--- src/rtl/program_loader_pkg.sv ---
// Shared types and frame constants for the program loader and its benches.
package loader_pkg;

  typedef enum logic [2:0] {
    IDLE,
    LEN_LO,
    LEN_HI,
    DATA,
    CSUM,
    DONE,
    ERROR
  } state_e;

  localparam int HDR_BYTES      = 2;
  localparam int BYTES_PER_WORD = 4;

  localparam logic [31:0] NOP_INSN  = 32'h0000_0013;
  localparam logic [31:0] HALT_INSN = 32'h0000_007F;

endpackage

--- src/rtl/program_loader_if.sv ---
// Byte-stream input and instruction-memory write port of the loader.
interface program_loader_if #(
  parameter int ADDR_W = 6
);
  logic              in_valid;
  logic [7:0]        in_data;
  logic              in_ready;
  logic              imem_we;
  logic [ADDR_W-1:0] imem_addr;
  logic [31:0]       imem_wdata;

  // slave is the loader; master is the byte source / memory observer
  modport slave (
    input  in_valid, in_data,
    output in_ready, imem_we, imem_addr, imem_wdata
  );

  modport master (
    output in_valid, in_data,
    input  in_ready, imem_we, imem_addr, imem_wdata
  );
endinterface

--- src/rtl/program_loader_word_assembler.sv ---
// Collects little-endian bytes into 32-bit words; the 4th byte is passed
// straight through so the word is available in the cycle it arrives.
module word_assembler
  import loader_pkg::*;
(
  input  logic        clk,
  input  logic        rst_n,
  input  logic        clear,
  input  logic        strobe,
  input  logic [7:0]  byte_in,
  output logic [31:0] word,
  output logic        word_valid
);

  localparam int LANES = BYTES_PER_WORD - 1;

  logic [1:0]             byte_idx;
  logic [LANES-1:0][7:0]  lanes;

  for (genvar g = 0; g < LANES; g++) begin : g_lane
    logic [7:0] lane_q;
    always_ff @(posedge clk) begin
      if (!rst_n || clear)
        lane_q <= 8'h00;
      else if (strobe && byte_idx == 2'(g))
        lane_q <= byte_in;
    end
    assign lanes[g] = lane_q;
  end

  always_ff @(posedge clk) begin
    if (!rst_n || clear)
      byte_idx <= 2'd0;
    else if (strobe)
      byte_idx <= byte_idx + 2'd1;
  end

  assign word       = {byte_in, lanes[2], lanes[1], lanes[0]};
  assign word_valid = strobe && (byte_idx == 2'd3);

endmodule

--- src/rtl/program_loader.sv ---
// Loads a checksummed byte-stream program image into instruction memory and
// releases the processor halt only after a fully verified load.
module program_loader
  import loader_pkg::*;
#(
  parameter int ADDR_W = 6,
  parameter int DEPTH  = 64
) (
  input  logic              clk,
  input  logic              rst_n,
  input  logic              start,
  program_loader_if.slave   bus,
  output logic              hlt,
  output logic              done,
  output logic              error,
  output logic [ADDR_W:0]   words_loaded
);

  state_e          state;
  logic [7:0]      len_lo;
  logic [15:0]     len;
  logic [ADDR_W:0] word_idx;
  logic [7:0]      csum;

  logic        xfer;
  logic        restart;
  logic [31:0] wa_word;
  logic        wa_valid;

  assign xfer    = bus.in_valid && bus.in_ready;
  assign restart = start && (state == IDLE || state == ERROR);

  word_assembler u_wa (
    .clk        (clk),
    .rst_n      (rst_n),
    .clear      (restart),
    .strobe     (xfer && state == DATA),
    .byte_in    (bus.in_data),
    .word       (wa_word),
    .word_valid (wa_valid)
  );

  always_ff @(posedge clk) begin
    if (!rst_n) begin
      state          <= IDLE;
      bus.in_ready   <= 1'b0;
      bus.imem_we    <= 1'b0;
      bus.imem_addr  <= '0;
      bus.imem_wdata <= '0;
      hlt            <= 1'b1;
      done           <= 1'b0;
      error          <= 1'b0;
      words_loaded   <= '0;
      len_lo         <= '0;
      len            <= '0;
      word_idx       <= '0;
      csum           <= '0;
    end else begin
      bus.imem_we <= 1'b0;
      done        <= 1'b0;
      case (state)
        IDLE, ERROR: begin
          if (start) begin
            state        <= LEN_LO;
            bus.in_ready <= 1'b1;
            error        <= 1'b0;
            hlt          <= 1'b1;
            words_loaded <= '0;
            csum         <= '0;
            word_idx     <= '0;
            len          <= '0;
          end
        end
        LEN_LO: begin
          if (xfer) begin
            len_lo <= bus.in_data;
            csum   <= csum ^ bus.in_data;
            state  <= LEN_HI;
          end
        end
        LEN_HI: begin
          if (xfer) begin
            len  <= {bus.in_data, len_lo};
            csum <= csum ^ bus.in_data;
            if ({bus.in_data, len_lo} > 16'(DEPTH)) begin
              state        <= ERROR;
              bus.in_ready <= 1'b0;
              error        <= 1'b1;
              hlt          <= 1'b1;
            end else if ({bus.in_data, len_lo} == 16'd0) begin
              state <= CSUM;
            end else begin
              state <= DATA;
            end
          end
        end
        DATA: begin
          if (xfer) begin
            csum <= csum ^ bus.in_data;
            if (wa_valid) begin
              bus.imem_we    <= 1'b1;
              bus.imem_addr  <= word_idx[ADDR_W-1:0];
              bus.imem_wdata <= wa_word;
              words_loaded   <= word_idx + 1'b1;
              word_idx       <= word_idx + 1'b1;
              if (16'(word_idx) + 16'd1 == len)
                state <= CSUM;
            end
          end
        end
        CSUM: begin
          if (xfer) begin
            bus.in_ready <= 1'b0;
            if (bus.in_data == csum) begin
              state <= DONE;
              done  <= 1'b1;
              hlt   <= 1'b0;
            end else begin
              state <= ERROR;
              error <= 1'b1;
              hlt   <= 1'b1;
            end
          end
        end
        DONE: state <= IDLE;
        default: begin
          state        <= IDLE;
          bus.in_ready <= 1'b0;
        end
      endcase
    end
  end

endmodule

--- src/flat_wrapper.sv ---
// flat-port wrapper written by rule: the top's interface ports become plain ports
module program_loader_flat import loader_pkg::*;
#(
  parameter int ADDR_W = 6,
  parameter int DEPTH  = 64
)
  (clk, rst_n, start, hlt, done, error, words_loaded, bus_in_valid, bus_in_data, bus_in_ready, bus_imem_we, bus_imem_addr, bus_imem_wdata);
  program_loader_if #(.ADDR_W(ADDR_W)) bus_i ();
  input  logic clk;
  input  logic rst_n;
  input  logic start;
  output logic hlt;
  output logic done;
  output logic error;
  output logic [ADDR_W:0] words_loaded;
  input wire logic [$bits(bus_i.in_valid)-1:0] bus_in_valid;
  input wire logic [$bits(bus_i.in_data)-1:0] bus_in_data;
  output wire logic [$bits(bus_i.in_ready)-1:0] bus_in_ready;
  output wire logic [$bits(bus_i.imem_we)-1:0] bus_imem_we;
  output wire logic [$bits(bus_i.imem_addr)-1:0] bus_imem_addr;
  output wire logic [$bits(bus_i.imem_wdata)-1:0] bus_imem_wdata;
  assign bus_i.in_valid = bus_in_valid;
  assign bus_i.in_data = bus_in_data;
  assign bus_in_ready = bus_i.in_ready;
  assign bus_imem_we = bus_i.imem_we;
  assign bus_imem_addr = bus_i.imem_addr;
  assign bus_imem_wdata = bus_i.imem_wdata;
  program_loader #(.ADDR_W(ADDR_W), .DEPTH(DEPTH)) u_core (.clk(clk), .rst_n(rst_n), .start(start), .bus(bus_i), .hlt(hlt), .done(done), .error(error), .words_loaded(words_loaded));
endmodule
--- config.mk ---
export PLATFORM = sky130hd
export DESIGN_NAME = program_loader_flat
export DESIGN_NICKNAME = d
export VERILOG_FILES = /design/src/rtl/program_loader_pkg.sv /design/src/rtl/program_loader_if.sv /design/src/rtl/program_loader_word_assembler.sv /design/src/rtl/program_loader.sv /design/src/flat_wrapper.sv
export SDC_FILE = /design/constraint.sdc
export NUM_CORES = 1
export LEC_CHECK = 0
export ABC_AREA = 1
export ABC_CLOCK_PERIOD_IN_PS = 4600
export BUFFER_PORTS_ARGS = -buffer_cell sky130_fd_sc_hd__buf_2
export CAP_MARGIN = 10
export CORE_ASPECT_RATIO = 0.8
export CORE_MARGIN = 1
export CORE_UTILIZATION = 36
export CTS_BUF_LIST = sky130_fd_sc_hd__clkbuf_4 sky130_fd_sc_hd__clkbuf_8
export DETAILED_ROUTE_END_ITERATION = 16
export SYNTH_ARGS = -nofsm -noshare
export SYNTH_HDL_FRONTEND = slang
export SYNTH_SLANG_ARGS = --single-unit
--- constraint.sdc ---
create_clock -name clk -period 4.6 [get_ports clk]
set_input_delay 0.92 -clock clk [delete_from_list [all_inputs] [get_ports clk]]
set_output_delay 0.92 -clock clk [all_outputs]
set_load 0.1 [all_outputs]
* After elaboration in Yosys (flattened, before gate mapping)
Cells that the tools add are included.
** Operators by class
- Reduce and logical (&&, ||, !) cells :: 31
- Multiplexer cells :: 37
- Add/subtract/negate cells :: 3
- Magnitude comparators :: 1
- Bitwise gates (word level) :: 2
- Eq/ne operators :: 21
** Operator list (number)
- $mux W16 :: 2
- $pmux W16 S2 :: 1
- $mux W3 :: 9
- $mux W7 :: 3
- $eq A16 B16 Y1 :: 1
- $gt A16 B7 Y1 const B :: 1
- $logic_not A16 Y1 :: 1
- $mux W8 :: 2
- $pmux W8 S2 :: 1
- $pmux W3 S5 :: 1
- $reduce_and A3 Y1 :: 5
- $pmux W7 S2 :: 1
- $mux W1 :: 13
- $ne A2 B1 Y1 const B :: 6
- $reduce_and A5 Y1 :: 2
- $eq A3 B3 Y1 const B :: 3
- $add A7 B1 Y8 const B :: 1
- $eq A8 B8 Y1 :: 1
- $ne A2 B2 Y1 const B :: 4
- $xor A8 B8 Y8 :: 1
- $add A7 B1 Y7 const B :: 1
- $logic_and A1 B1 Y1 :: 7
- $reduce_and A7 Y1 :: 1
- $eq A3 B2 Y1 const B :: 2
- 19 further kinds :: 25
** Storage, ports and cells
- Word-level logic and storage cells :: 111
- Register bits after elaboration :: 111
- Output and inout bits :: 50
- Input bits :: 12

* Logic depth before layout (Yosys ltp)
Gate-level depths: netlist (run 1).
- Depth after elaboration :: 6
- Gate-level depth with buffers :: 13

* By module
A second synthesis (run 1) with hierarchy kept.
** Second synthesis, totals
- Cells, all modules :: 687
- Area, all modules :: 4844.6 sq um
** By module, submodules not included
- program_loader :: area each 3653.5 sq um, instances 1, cells each 506, sequential area each 1701.6 sq um
- word_assembler :: area each 1191.1 sq um, instances 1, cells each 181, sequential area each 520.5 sq um

* Worst setup path before layout (run 1)
OpenSTA, ideal clock, no wires.
- Path type :: register to register
- Start :: register u_core.word_idx[1]
- End :: register u_core.state[2]
- Path buffers :: 0
- Required time :: 4485 ps
- Arrival :: 2257 ps
- Setup slack :: 2228 ps
- Cell stages (with the launch flop) :: 13
- Path through :: dfxtp_1 > ha_1 > nand2_1 > nor2_1 > nand3_1 > nand2_1 > nor2_1 > nor2_1 > nand3_1 > nand2_1 > nand3_1 > nand2_1 > nor2_1
** On the way
- Longest elaborated chain between the ends :: 4
** RTL lines
- from (decl) :: line program_loader.sv:22 : logic [ADDR_W:0] word_idx;
- from (signal assigned) :: line program_loader.sv:105 : word_idx <= word_idx + 1'b1;
- $add A7 B1 Y8 :: line program_loader.sv:106 : if (16'(word_idx) + 16'd1 == len)
- $eq A16 B16 Y1 :: line program_loader.sv:106
- $ne A2 B2 Y1 (no source line)
- $reduce_and A7 Y1 (no source line)
- to (signal assigned) :: line program_loader.sv:107 : state <= CSUM;
- to (signal assigned) :: line program_loader.sv:115 : state <= DONE;
- to (signal assigned) :: line program_loader.sv:119 : state <= ERROR;
- to (decl) :: line program_loader.sv:19 : state_e state;
Every way passes these cells.
A chain may end at the register's enable or synchronous reset.

* Worst setup path after layout (run 1)
- Start :: input bus_in_valid
- End :: register u_core.word_idx[3]
** On the way
- Longest elaborated chain between the ends :: 5
** RTL lines
- from (decl) :: line flat_wrapper.sv:16 : input wire logic [$bits(bus_i.in_valid)-1:0] bus_in_valid;
- $logic_and A1 B1 Y1 * :: line program_loader.sv:30 : assign xfer = bus.in_valid && bus.in_ready;
- $logic_and A1 B1 Y1 :: line program_loader.sv:37 : .strobe (xfer && state == DATA),
- $logic_and A1 B1 Y1 :: line program_loader_word_assembler.sv:39 : assign word_valid = strobe && (byte_idx == 2'd3);
- $ne A2 B2 Y1 (no source line)
- $reduce_and A4 Y1 (no source line) *
Every way passes the cells marked *; elsewhere a longest branch is shown, timed or not.

==> reports/metrics.yaml, run 1 <==
timing:
  slew_violations: 0
  max_slew_margin: 0.487
  hold_violations: 0
  fin_skew_ns: 0.0126
  setup_viol_count_final: 0
  period_share: 0.528
  rsz0062_at_grt: "no"
  tightest_slew_ns: 0.769
  max_freq_mhz: 412
  fin_setup_tns_ns: 0
  min_period_ns: 2.43
die:
  die_h_um: 105
  boundaryPins: 62
  dieArea_um2: 13700
  start_util: 0.370
  row_count: 37
  fp.dieW_um: 131
  core_um2: 12900
logic_synthesis:
  avgSynthCellArea_um2: 7.47
  synth_top_area_share: 0.467
  ys_types: 35
  synth_ff_type: "dfxtp_1"
  synthArstFlopShare: 0
  synth-seq-cells: 111
  synth_area_leader_cell: "dfxtp_1"
  synth_most_common_cell: "nand2_1"
  synth-seq-area-share: 0.467
  synth_area_leaders: "dfxtp_1 (47%), nand2_1 (9.3%), nor2_1 (8.6%), o21ai_0 (6.0%), a21oi_1 (5.9%)"
  ys_top_cells_by_count: "nand2_1 (118), dfxtp_1 (111), nor2_1 (109), o21ai_0 (57), a21oi_1 (56)"
  netlist_instances: 637
  syn_area_um2: 4760
  synth_edf_count: 0
  synth_nets: 654
  yosys_warnings: 0
drt:
  drc: 0
  via_count: 4162
  drt_wl_total_mm: 11.4
  firstDrtPassIters: 5
  avgViaCountPerCell: 4.88
  drt-wirelength-per-cell_um: 13.4
  drtIter0Drc: 209
  postRouteAntennaNets: 0
cells_and_area:
  fillCellCount: 1394
  n_antenna_cell: 0
  final_cell_area_um2: 5330
  fin_nets: 690
  final_util: 0.414
  area_delta_synth_final_pct: 12.1
  drive_gt1_frac: 0.147
cts:
  cts.repair.resized: 0
  cts_tree: "done"
  clk_pin_slew_worst_paths_ns: 0.10
  cts_setup_buffers: 0
  cts_root_buffer: "clkbuf_8"
  clk_latency_ns: 0.38
  h-tree-depth: 3
  hold_buffers: 0
  clock_sinks: 111
  cts_buffers: 9
  cts_max_path_buffers: 2
critical_path:
  worstSetupStartpointType: "primary input"
  worstPathRequired_ns: 4.88
  rr_startpoint: "u_core.state[2]$_SDFFE_PN0P_"
  timing.critical_path.from: "bus_in_valid"
  reg2reg_slack_ns: 2.38
  reg2reg_depth: 9
  worstPathArrival_ns: 2.71
  reg2reg_to: "u_core.word_idx[3]$_SDFFE_PN0P_"
  worstSetupPathType: "primary input to flop"
  critPathMaxFanout: 44
  crit_path_end_kind: "flop"
global_route:
  track_usage: 0.176
  antenna_found_initial: 0
  overflow: 0
  grt_max_degree: 45
  grt_pass1_vias: 3909
  grt_pass1_wl_mm: 19.0
placed_design:
  hpwlAfterDp_mm: 7.87
  place_congestion: 0.846
  place_area_um2: 5110
  numPortBuffers: 61
run_status:
  status: "finished clean"
worst_hold_path:
  whs_path_depth: 2
  hold_path_class: "flop to flop"
  worstHoldEndpoint: "u_core.len[14]$_SDFFE_PN0P_"
  min_from: "u_core.len[14]$_SDFFE_PN0P_"
power_and_ir_drop:
  leakage_uw: 0.00238
  power.density_nw_per_um2: 437
  vdd_drop_max_v: 0.000242
run:
  cap_violations: 0
layout make-up:
class | instances | area, um^2 | area share
Multi-Input combinational cell | 448 | 2200 | 0.412
Inverter | 40 | 150 | 0.0281
Clock buffer | 9 | 124 | 0.0232
Clock inverter | 7 | 101 | 0.0190
Tap cell | 175 | 219 | 0.0411
Sequential cell | 111 | 2220 | 0.417
Timing Repair Buffer | 63 | 320 | 0.0601
routing by layer:
layer | routed length, um | GRT usage
met5 | 0 | 0
met4 | 119 | 0.0452
met3 | 549 | 0.0374
met2 | 5010 | 0.272
met1 | 5730 | 0.247
layout by cell type (no fill, tap or decap), drive strengths merged:
cell,count
a21oi,59
and2,1
buf,63
bufinv,2
clkbuf,9
clkinv,3
dfxtp,111
ha,5
inv,42
nand2,122
nand3,50
nand3b,3
nand4,5
nor2,117
nor3,4
o211a,6
o21ai,59
o22ai,2
o31ai,2
o32ai,2
or2,2
xnor2,7
xor2,2
sequential cells by signal (all words and copies together), names as in the netlist:
register                   cells
u_core.bus.imem_we             1
u_core.error                   1
u_core.csum                    8
u_core.len_lo                  8
u_core.u_wa.byte_idx           2
u_core.word_idx                7
u_core.bus.in_ready            1
u_core.bus.imem_addr           6
u_core.u_wa.g_lane.lane_q     24
u_core.state                   3
u_core.len                    16
u_core.bus.imem_wdata         32
u_core.done                    1
u_core.hlt                     1
power breakdown:
part | switching [uW] | total (uW) | internal, uW
clock network | 342 | 657 | 315
registers | 53.0 | 1070 | 1020
logic | 422 | 599 | 177
worst max path at each step:
stage	slack, ns	to
final	2.17	u_core.word_idx[3]$_SDFFE_PN0P_
after global routing	1.98	u_core.word_idx[2]$_SDFFE_PN0P_
after CTS	2.17	u_core.word_idx[6]$_SDFFE_PN0P_
after detailed placement	1.77	u_core.word_idx[6]$_SDFFE_PN0P_
after global placement	1.84	u_core.word_idx[2]$_SDFFE_PN0P_
after floorplan	2.23	u_core.state[2]$_SDFFE_PN0P_
through the flow:
stage	power [uW]	hold slack [ns]	setup slack [ns]	std cells
after floorplan	1590	0.440	2.23	637
after global placement	1680	0.449	1.84	837
after detailed placement	1690	0.453	1.77	837
after CTS	2350	0.469	2.17	853
after global routing	2470	0.484	1.98	853
final	2330	0.465	2.17	853
logic make-up after synthesis:
| kind of cell | Yosys count | synth area share |
|---|---|---|
| buf+inv | 78 | 0.0713 |
| flops | 111 | 0.467 |
| fa+ha+maj | 5 | 0.0131 |
| xor+xnor | 9 | 0.0166 |
| compound gates | 130 | 0.152 |
| simple gates | 304 | 0.280 |
critical path: stages:
cell	delay (ns)
buf_2	0.07
nand2_1	0.14
inv_1	0.17
nand2_4	0.10
nor2_8	0.41
inv_2	0.39
nor2_4	0.23
inv_1	0.10
o32ai_1	0.14
Note: power is estimated with default switching activity, not from simulation.
==> run 2, diff against run 1 <==
Settings changed: ABC_CLOCK_PERIOD_IN_PS 4600 to 2200.
Clock period 4.6 ns to 2.2 ns, I/O delays scaled along.
==> run 2 against run 1 <==
Against the previous run: wire length up 0.48%; cell count up 0.82%; final area is 0.91% higher; clock skew fell by 0.00072 ns; non-clock buffer count grew 7; die area unchanged; clock-buffer cell count up 1; register-to-register slack worse by 2.0 ns; critical path depth rose by 3; via count increased by 1.4%; clock power up 93%; critical path type is now flop to flop; largest power group unchanged.
==> reports/metrics.yaml, run 2 (same netlist as run 1, synthesis figures left out) <==
timing:
  hold_violations: 0
  fin_skew_ns: 0.0119
  rsz0062_at_grt: "no"
  min_period_ns: 1.87
  max_slew_margin: 0.578
  finalHoldWorstSlack_ns: 0.424
  fin_setup_tns_ns: 0
  setup_viol_count_final: 0
  slew_violations: 0
  tightest_slew_ns: 0.629
  max_freq_mhz: 536
  period_share: 0.848
critical_path:
  critPathMaxFanout: 12
  crit_chain: "ha_1, nand2_1, nor2_1, nand3_1, nand3_1, nand2_1, nor2_1, nand3_1, nand2_1, nand3_1, nand2_1, nor2_1"
  reg2reg_slack_ns: 0.33
  worstPathRequired_ns: 2.48
  worstSetupPathType: "flop to flop"
  worstSetupStartpointType: "flop"
  rr_startpoint: "u_core.word_idx[0]$_SDFFE_PN0P_"
  worstPathArrival_ns: 2.15
  crit_path_end_kind: "flop"
  reg2reg_depth: 12
  slowest_delay_ns: 0.45
  reg2reg_to: "u_core.state[2]$_SDFFE_PN0P_"
  crit_path_top_delay_cell: "dfxtp_2"
drt:
  postRouteAntennaNets: 0
  wl_met1_mm: 5.87
  firstDrtPassIters: 6
  drc: 0
  drt_wl_total_mm: 11.5
  avgViaCountPerCell: 4.91
  dr_wl_met2_mm: 4.87
  via_count: 4219
  met3_length_um: 564
  drt-wirelength-per-cell_um: 13.3
  top_layer: "met4"
  drtIter0Drc: 295
cts:
  clock_sinks: 111
  cts_root_buffer: "clkbuf_8"
  cts_buffers: 9
  cts.repair.resized: 0
  cts_setup_buffers: 0
  clk_pin_slew_worst_paths_ns: 0.10
  h-tree-depth: 3
  cts_max_path_buffers: 2
  hold_buffers: 0
  clk_latency_ns: 0.38
  cts_tree: "done"
power_and_ir_drop:
  vdd_drop_max_v: 0.000391
  power.density_nw_per_um2: 887
  leakage_uw: 0.00241
cells_and_area:
  finalNonFillerCells: 860
  final_common_cell: "nand2_1"
  area_delta_synth_final_pct: 13.1
  top_regs: "u_core.bus.imem_wdata x32, u_core.u_wa.g_lane.lane_q x24, u_core.len x16"
  top_register: "u_core.bus.imem_wdata"
  n_antenna_cell: 0
  drive_gt1_frac: 0.162
  final_cell_mix: "nand2_1 (118), nor2_1 (109), dfxtp_1 (107)"
  fin_nets: 697
  final_cell_area_um2: 5380
  fillCellCount: 1347
  largest_reg_flops: 32
die:
  row_count: 37
  boundaryPins: 62
  fp.dieW_um: 131
  die_h_um: 105
  core_um2: 12900
  dieArea_um2: 13700
  start_util: 0.370
worst_hold_path:
  whs_path_depth: 3
  min_from: "bus_in_data[0]"
  hold_path_class: "primary input to flop"
  worstHoldEndpoint: "u_core.len[8]$_SDFFE_PN0P_"
global_route:
  grt_max_degree: 59
  overflow: 0
  track_usage: 0.180
  grt_pass1_vias: 4012
  antenna_found_initial: 0
  grt_pass1_wl_mm: 19.3
placed_design:
  place_area_um2: 5180
  hpwlAfterDp_mm: 7.85
  numPortBuffers: 61
  dp.cells: 844
  place_congestion: 0.821
run:
  cap_violations: 0
run_status:
  status: "finished clean"
## run 2: final cells by class
type,count,area [um^2],share of cell area
flip-flops and latches,111,2230,0.414
multi-input cells,448,2200,0.408
repair buffers,70,385,0.0716
well taps,175,219,0.0407
inverters,40,150,0.0279
clock buffers,10,138,0.0256
clock inverters,6,66.3,0.0123
## run 2: how the worst max path moves through the flow
stage	startpoint	to	slack [ns]	depth (start not counted)
3_3_place_gp	bus_in_valid	u_core.word_idx[6]$_SDFFE_PN0P_	0.38	9
5_1_grt	u_core.state[1]$_SDFFE_PN0P_	u_core.csum[7]$_SDFFE_PN0P_	0.1	8
6_report	u_core.word_idx[0]$_SDFFE_PN0P_	u_core.state[2]$_SDFFE_PN0P_	0.33	12
3_5_place_dp	u_core.word_idx[0]$_SDFFE_PN0P_	u_core.state[2]$_SDFFE_PN0P_	0.36	12
4_1_cts	u_core.word_idx[0]$_SDFFE_PN0P_	u_core.state[2]$_SDFFE_PN0P_	0.34	12
2_1_floorplan	u_core.word_idx[3]$_SDFFE_PN0P_	u_core.state[2]$_SDFFE_PN0P_	0.03	11
## run 2: stage by stage
step	total power (uW)	setup WS [ns]	utilization
2_1_floorplan	3330	0.0268	-
3_3_place_gp	3510	0.376	0.402
3_5_place_dp	3540	0.360	0.402
4_1_cts	4810	0.338	0.418
5_1_grt	5060	0.0955	0.418
6_report	4770	0.334	0.418
## run 2: per-layer routing
layer / vias up / track usage
met4: 0 / 0.0550
li1: 2153 / -
met1: 1948 / 0.250
met3: 13 / 0.0440
met5: - / 0
met2: 105 / 0.274
## run 2: report_power, final
group	internal (uW)	switching, uW	total [uW]
clock network	565	704	1270
logic	372	894	1270
registers	2130	105	2240
total	3070	1700	4770
## run 2: worst max-delay path, delay by kind of cell, from the launching register on
kind / cells / cell delay, ns
AND/OR/NAND/NOR: 11 / 1.06
flip-flops: 1 / 0.45
adder cells (fa/ha/maj): 1 / 0.26
